--- src/rtl/program_loader_pkg.sv ---
// Shared types and constants for the program loader (byte-stream to instruction-memory writer).
package program_loader_pkg;

  typedef enum logic [2:0] {
    IDLE,
    LEN,
    HI,
    LO,
    CHK,
    DONE,
    ERR
  } t_loader_state;

  localparam logic [7:0] SYNC_BYTE = 8'hA5;

endpackage

--- src/rtl/program_loader.sv ---
// Program loader: assembles big-endian 16-bit words from a byte stream into instruction memory
// and holds the CPU in reset until a full image arrives. Optional checksum byte: LOADER_CHECKSUM_EN.
module program_loader
  import program_loader_pkg::*;
#(
  parameter int ADDR_W = 8
) (
  input  logic              clk,
  input  logic              rst,
  input  logic              load_req,
  input  logic              in_valid,
  input  logic [7:0]        in_data,
  output logic              in_ready,
  output logic              imem_wr,
  output logic [ADDR_W-1:0] imem_addr,
  output logic [15:0]       imem_wdata,
  output logic              cpu_rst,
  output logic              done,
  output logic              error,
  output t_loader_state     dbg_state
);

  localparam logic [8:0] DEPTH = 9'(2 ** ADDR_W);

  t_loader_state state;
  logic [8:0]    n_words;
  logic [8:0]    word_cnt;
  logic [7:0]    hi_byte;
  logic          take;
`ifdef LOADER_CHECKSUM_EN
  logic [7:0]    chk_sum;
`endif

  assign dbg_state = state;

  // Handshake: a byte moves when in_valid & in_ready at a rising edge. in_ready is low
  // while load_req is high so the restart never swallows a byte.
  always_comb begin
    in_ready = 1'b0;
    case (state)
      IDLE, LEN, HI, LO, CHK: in_ready = ~load_req;
      default:                in_ready = 1'b0;
    endcase
  end

  assign take = in_valid & in_ready;

  always_ff @(posedge clk) begin
    if (rst) begin
      state      <= IDLE;
      imem_wr    <= 1'b0;
      imem_addr  <= '0;
      imem_wdata <= '0;
      cpu_rst    <= 1'b1;
      done       <= 1'b0;
      error      <= 1'b0;
      n_words    <= '0;
      word_cnt   <= '0;
      hi_byte    <= '0;
`ifdef LOADER_CHECKSUM_EN
      chk_sum    <= '0;
`endif
    end else if (load_req) begin
      state     <= IDLE;
      imem_wr   <= 1'b0;
      imem_addr <= '0;
      word_cnt  <= '0;
      cpu_rst   <= 1'b1;
      done      <= 1'b0;
      error     <= 1'b0;
    end else begin
      imem_wr <= 1'b0;
      // Advance the address after each write, except after the final word so it never wraps.
      if (imem_wr && state == HI) imem_addr <= imem_addr + ADDR_W'(1);
      case (state)
        IDLE: if (take && in_data == SYNC_BYTE) state <= LEN;
        LEN: if (take) begin
          if (in_data == 8'd0 || {1'b0, in_data} > DEPTH) begin
            state <= ERR;
            error <= 1'b1;
          end else begin
            n_words   <= {1'b0, in_data};
            word_cnt  <= '0;
            imem_addr <= '0;
            state     <= HI;
`ifdef LOADER_CHECKSUM_EN
            chk_sum   <= in_data;
`endif
          end
        end
        HI: if (take) begin
          hi_byte <= in_data;
          state   <= LO;
`ifdef LOADER_CHECKSUM_EN
          chk_sum <= chk_sum + in_data;
`endif
        end
        LO: if (take) begin
          imem_wdata <= {hi_byte, in_data};
          imem_wr    <= 1'b1;
          word_cnt   <= word_cnt + 9'd1;
`ifdef LOADER_CHECKSUM_EN
          chk_sum    <= chk_sum + in_data;
`endif
          if (word_cnt + 9'd1 == n_words) begin
`ifdef LOADER_CHECKSUM_EN
            state <= CHK;
`else
            state   <= DONE;
            done    <= 1'b1;
            cpu_rst <= 1'b0;
`endif
          end else begin
            state <= HI;
          end
        end
`ifdef LOADER_CHECKSUM_EN
        CHK: if (take) begin
          if (in_data == chk_sum) begin
            state   <= DONE;
            done    <= 1'b1;
            cpu_rst <= 1'b0;
          end else begin
            state <= ERR;
            error <= 1'b1;
          end
        end
`endif
        DONE, ERR: state <= state;
        default:   state <= IDLE;
      endcase
    end
  end

endmodule

--- config.mk ---
export PLATFORM = sky130hd
export DESIGN_NAME = program_loader
export DESIGN_NICKNAME = d
export VERILOG_FILES = /design/src/rtl/program_loader_pkg.sv /design/src/rtl/program_loader.sv
export SDC_FILE = /design/constraint.sdc
export NUM_CORES = 1
export LEC_CHECK = 0
export BUFFER_PORTS_ARGS = -buffer_cell sky130_fd_sc_hd__buf_2
export CORE_MARGIN = 8
export CORE_UTILIZATION = 51
export CTS_BUF_LIST = sky130_fd_sc_hd__clkbuf_8
export DETAILED_ROUTE_END_ITERATION = 6
export PLACE_DENSITY = 0.73
export SLEW_MARGIN = 20
export SYNTH_ARGS = -nofsm -noshare
export SYNTH_HDL_FRONTEND = slang
export SYNTH_SLANG_ARGS = --single-unit
--- constraint.sdc ---
create_clock -name clk -period 2.3 [get_ports clk]
set_clock_uncertainty 0.15 [all_clocks]
set_input_delay 0.23 -clock clk [delete_from_list [all_inputs] [get_ports clk]]
set_output_delay 0.23 -clock clk [all_outputs]
set_load 0.005 [all_outputs]
Yosys cells after proc, flatten, opt, wreduce, memory -nomap -nowiden
Cells that the tools add are included.
- register bits: 56
- input port bits: 12
- reductions and logical operators: 17
- mux-type cells: 17
- $lt $le $gt $ge: 1
- add/subtract/negate cells: 2
- equality and inequality tests: 13
- bitwise operators: 5
- operator list (cell ; number):
    $mux 8 ; 4
    $mux 9 ; 3
    $mux 3 ; 6
    $pmux 9 s2 ; 1
    $pmux 3 s5 ; 1
    $reduce_and 3->1 ; 4
    $ne 2x2->1 const B ; 5
    $add 9x1->9 const B ; 1
    $eq 3x3->1 const B ; 3
    $eq 9x8->1 ; 1
    $gt 8x9->1 const B ; 1
    $add 8x1->8 const B ; 1
    $eq 8x8->1 const B ; 1
    $logic_not 8->1 ; 1
    $reduce_and 4->1 ; 2
    $eq 3x2->1 const B ; 2
    $reduce_and 5->1 ; 1
    $reduce_or 5->1 ; 1
    $not 1->1 ; 4
    $reduce_or 2->1 ; 2
    $eq 3x1->1 const B ; 1
    $logic_not 3->1 ; 1
    $reduce_or 3->1 ; 1
    $logic_and 1x1->1 ; 2
    other kinds (4) ; 5

Longest topological paths before layout
- word-level depth: 7
- depth in mapped cells: 8
- mapped depth without buffers: 6

Worst setup path after synthesis
Ideal clock, no wire load.
- path kind: flip-flop to flip-flop
- from: register word_cnt[1]
- to: register cpu_rst
- data required time: 2028 ps
- setup time: 122 ps
- cell stages (with the launch flop): 8
- arrival: 1808 ps
- setup slack: 220 ps
- clock period less this slack: 2080 ps
- cells stage by stage: dfxtp_1 ha_1 buf_6 nand3_1 o21a_1 nor4b_4 o2111ai_2 o32a_1
- longest elaborated chain between the ends: 3
- ends and longest elaborated chain (item ; line ; source):
    from (decl) ; program_loader.sv:27 ; logic [8:0] word_cnt;
    from (signal assigned) ; program_loader.sv:101 ; word_cnt <= word_cnt + 9'd1;
    $add 9x1->9 ; program_loader.sv:105 ; if (word_cnt + 9'd1 == n_words) begin
    $eq 9x8->1 ; program_loader.sv:105 ;
    $reduce_and 3->1 (no line) ; n/a ;
    to (signal assigned) ; program_loader.sv:54 ; cpu_rst <= 1'b1;
    to (signal assigned) ; program_loader.sv:68 ; cpu_rst <= 1'b1;
    to (signal assigned) ; program_loader.sv:111 ; cpu_rst <= 1'b0;
    to (decl) ; program_loader.sv:17 ; output logic cpu_rst,
No other way between the ends.
A chain may end at the register's enable or synchronous reset.

Worst setup path after layout
- from: register word_cnt[1]
- to: register state[0], in the netlist dbg_state[0]
- longest elaborated chain between the ends: 5
- ends and longest elaborated chain (item ; line ; source):
    $add 9x1->9 ; program_loader.sv:105 ;
    $eq 9x8->1 ; program_loader.sv:105 ;
    $mux 3 ; program_loader.sv:105 ;
    $mux 3 ; program_loader.sv:98 ; LO: if (take) begin
    $pmux 3 s5 ; program_loader.sv:75 ; case (state)
    to (signal assigned) ; program_loader.sv:129 ; DONE, ERR: state <= state;
    to (decl) ; program_loader.sv:25 ; t_loader_state state;
No other way between the ends. The select of a mux whose other input is x is not followed.

==> impl_metrics.py <==
metrics = {
    "setup_path": {
        "reg2reg_depth": 7,
        "r2r_end": "dbg_state[0]",
        "worst_path_largest_cell_delay_ns": 0.50,
        "cp_slowest_cell": "dfxtp_1",
        "arrival_ns": 2.24,
        "start_kind": "flop",
        "rr_startpoint": "word_cnt[1]",
        "cp_max_fo": 9,
        "path_delay_family": "compound AO/OA/AOI/OAI gates",
        "cp_cell_sequence": "ha_4 > nand3_1 > o21a_1 > nor4b_4 > o2111ai_2 > buf_4 > o31ai_1",
        "r2r_slack_ns": 0.14,
        "endpoint": "dbg_state[0]",
        "required_ns": 2.38,
        "crit_path_end_kind": "flop",
        "crit_cells": 7,
        "worst-path-buf-inv": 1,
        "critPathKind": "reg2reg",
        "crit_start": "word_cnt[1]",
    },
    "floorplan": {
        "core_region_area_um2": 5042,
        "die_x_um": 87.97,
        "ios": 44,
        "die_area_um2": 7738,
        "rows": 26,
        "start_util": 0.5238,
        "die_h_um": 87.97,
    },
    "drt": {
        "first_pass_iters": 4,
        "drtIter0Drc": 127,
        "drt_wl_total_um": 6051,
        "route.detailed.drc": 0,
        "vias_per_cell": 5.417,
        "vias": 2286,
        "postRouteAntennaNets": 0,
        "detail_route.wl_per_cell_um": 14.34,
    },
    "yosys": {
        "synth_cell_types": 53,
        "post_synth.cell_area_avg_um2": 8.358,
        "synth-seq-cells": 56,
        "synth.net_count": 330,
        "ys_async_sr_fraction": 0,
        "synthFlopType": "dfxtp_1",
        "syn_inst": 316,
        "synth_warnings": 0,
        "synth_area_um2": 2641,
        "seq_area_frac_synth": 0.4244,
        "synth_edf_count": 0,
    },
    "timing": {
        "drv_slew": 0,
        "fmax_ghz": 0.4633,
        "relSlewSlack": 0.6029,
        "setup_viol": 0,
        "post-route-period-util": 0.9385,
        "rsz0062_at_grt": "no",
        "final_hold_viol_count": 0,
        "min_period_ns": 2.159,
        "worstMarginPinSlew_ns": 0.5956,
        "tns_ns": 0,
    },
    "final_layout": {
        "diodes": 0,
        "final_cell_mix": "dfxtp_1 (56), nand2_1 (54), buf_2 (43), a21oi_1 (40), nor2_1 (32)",
        "layout_commonest_cell": "dfxtp_1",
        "final_cells": 422,
        "layout.nets": 365,
        "area_growth_syn_to_layout_pct": 13.60,
        "drive_gt1_frac": 0.1989,
    },
    "placed_design": {
        "numPortBuffers": 43,
        "place_congestion": 0.8553,
        "dpl.cell_count": 414,
        "hpwlAfterDp_um": 4310,
    },
    "clocking": {
        "htreeDepth": 2,
        "numCtsBuffers": 5,
        "cts-root-buf": "clkbuf_8",
        "cts.clk_slew.worst_paths_ns": 0.10,
        "clockBufferDepth": 2,
        "clkLatencyLatePin_ns": 0.31,
        "cts_hold_buf": 0,
        "cts_tree": "yes",
        "clock-sinks": 56,
    },
    "hold_path": {
        "hold_class": "in2reg",
    },
    "global_routing": {
        "grt_usage": 0.1580,
        "antenna_found_initial": 0,
        "grt_max_degree": 35,
        "grt_pass1_vias": 2058,
        "grt_pass1_wl_um": 9722,
        "overflow": 0,
    },
    "power": {
        "p_int_w": 0.001307,
        "ir_worst_vdd_mv": 0.4048,
        "power_density_nw_per_um2": 556.1,
        "p_sw_frac": 0.2166,
        "finalPower_w": 0.001668,
        "power_frac_comb": 0.028,
        "power.switching_w": 0.0003614,
        "seqPwrFrac": 0.581,
        "clkPwrFrac": 0.391,
        "leakagePower_nw": 1.149,
    },
    "flow_run": {
        "maxCapViolations": 0,
    },
    "run_status": {
        "status": "finished, final reports clean",
    },
}
## final cells by class
type | count | area, um^2
fill | 464 | 2042
timing repair buffer | 52 | 282.8
sequential | 56 | 1121
multi-input combinational | 235 | 1394
inverter | 1 | 3.754
tap | 70 | 87.58
clock inverter | 3 | 42.54
clock buffer | 5 | 68.82
## repair_timing
action                                  CTS  global route
endpoints found under the setup margin    0             5
resized for setup                         0             2
setup buffers                             0             0
## metal layers
metal / up-vias / part of all wire / track usage
met5: - / 0 / 0
met1: 1060 / 0.47 / 0.1991
met3: 6 / 0.059 / 0.03189
met2: 53 / 0.46 / 0.2606
met4: 0 / 0.013 / 0.05313
li1: 1167 / - / -
## synth_stat cells (3+ instances only)
| master | instances | area [um^2] |
|---|---|---|
| nor2_1 | 32 | 120.1 |
| o31ai_1 | 3 | 22.52 |
| nand2_1 | 54 | 202.7 |
| o21a_1 | 4 | 30.03 |
| nand3_1 | 16 | 80.08 |
| clkbuf_1 | 12 | 45.04 |
| mux2i_1 | 9 | 90.09 |
| and3_1 | 4 | 25.02 |
| o21ai_0 | 10 | 50.05 |
| buf_6 | 4 | 45.04 |
| xnor2_1 | 6 | 52.55 |
| xor2_1 | 10 | 87.58 |
| dfxtp_1 | 56 | 1121 |
| nand2b_1 | 3 | 18.77 |
| buf_2 | 5 | 25.02 |
| a21oi_1 | 40 | 200.2 |
## sequential cells by signal (all words and copies together), names as in the netlist
signal	count
imem_wdata	16
error	1
n_words	8
cpu_rst	1
imem_addr	8
word_cnt	9
done	1
imem_wr	1
hi_byte	8
dbg_state	3
## tightest hold or removal path, cell delays in order
cell	delay (ns)
buf_2	0.13
nand2_1	0.06
a21oi_1	0.05
## cell families (layout without fill, tap and decap cells)
family                     Yosys count  count (layout)  share of synthesized area
buffers and inverters               25              61                    0.05257
AOI/OAI and AO/OA                   73              73                     0.1720
and+or+nand+nor                    135             135                     0.2544
muxes                                9               9                    0.03411
adders and majority gates            2               2                   0.009473
DFF                                 56              56                     0.4244
xor gates and xnor gates            16              16                    0.05305
## how the worst min path moves through the flow
stage | startpoint | slack [ns] | depth (start not counted) | end
6_report | in_data[0] | 0.04 | 3 | imem_wdata[0]
5_1_grt | in_data[0] | 0.03 | 3 | imem_wdata[0]
4_1_cts | in_data[1] | 0.03 | 3 | imem_wdata[1]
3_5_place_dp | imem_wdata[1] | 0.29 | 2 | imem_wdata[1]
3_3_place_gp | imem_wdata[1] | 0.29 | 2 | imem_wdata[1]
2_1_floorplan | in_data[0] | 0.22 | 2 | imem_wdata[0]
## power groups by stage
| stage | logic, W | clock network, W | registers, W |
|---|---|---|---|
| floorplan | 0.0000222 | 0 | 0.000991 |
| global placement | 0.0000474 | 0 | 0.000991 |
| detailed placement | 0.0000469 | 0 | 0.000991 |
| CTS | 0.0000471 | 0.000665 | 0.000969 |
| global route | 0.0000511 | 0.000707 | 0.000969 |
| finish | 0.0000472 | 0.000652 | 0.000969 |
## per-stage QoR
stage / worst slack, ns / instance area [um^2] / util / hold slack (ns)
2_1_floorplan: 0.2197 / 2641 / - / 0.2160
3_5_place_dp: 0.06760 / 2877 / 0.5705 / 0.2937
5_1_grt: 0.01040 / 3000 / 0.5950 / 0.03251
3_3_place_gp: 0.1191 / 2877 / 0.5705 / 0.2888
6_report: 0.1414 / 3000 / 0.5950 / 0.04065
4_1_cts: 0.03346 / 2988 / 0.5926 / 0.03054
(Power assumes the default switching activity.)
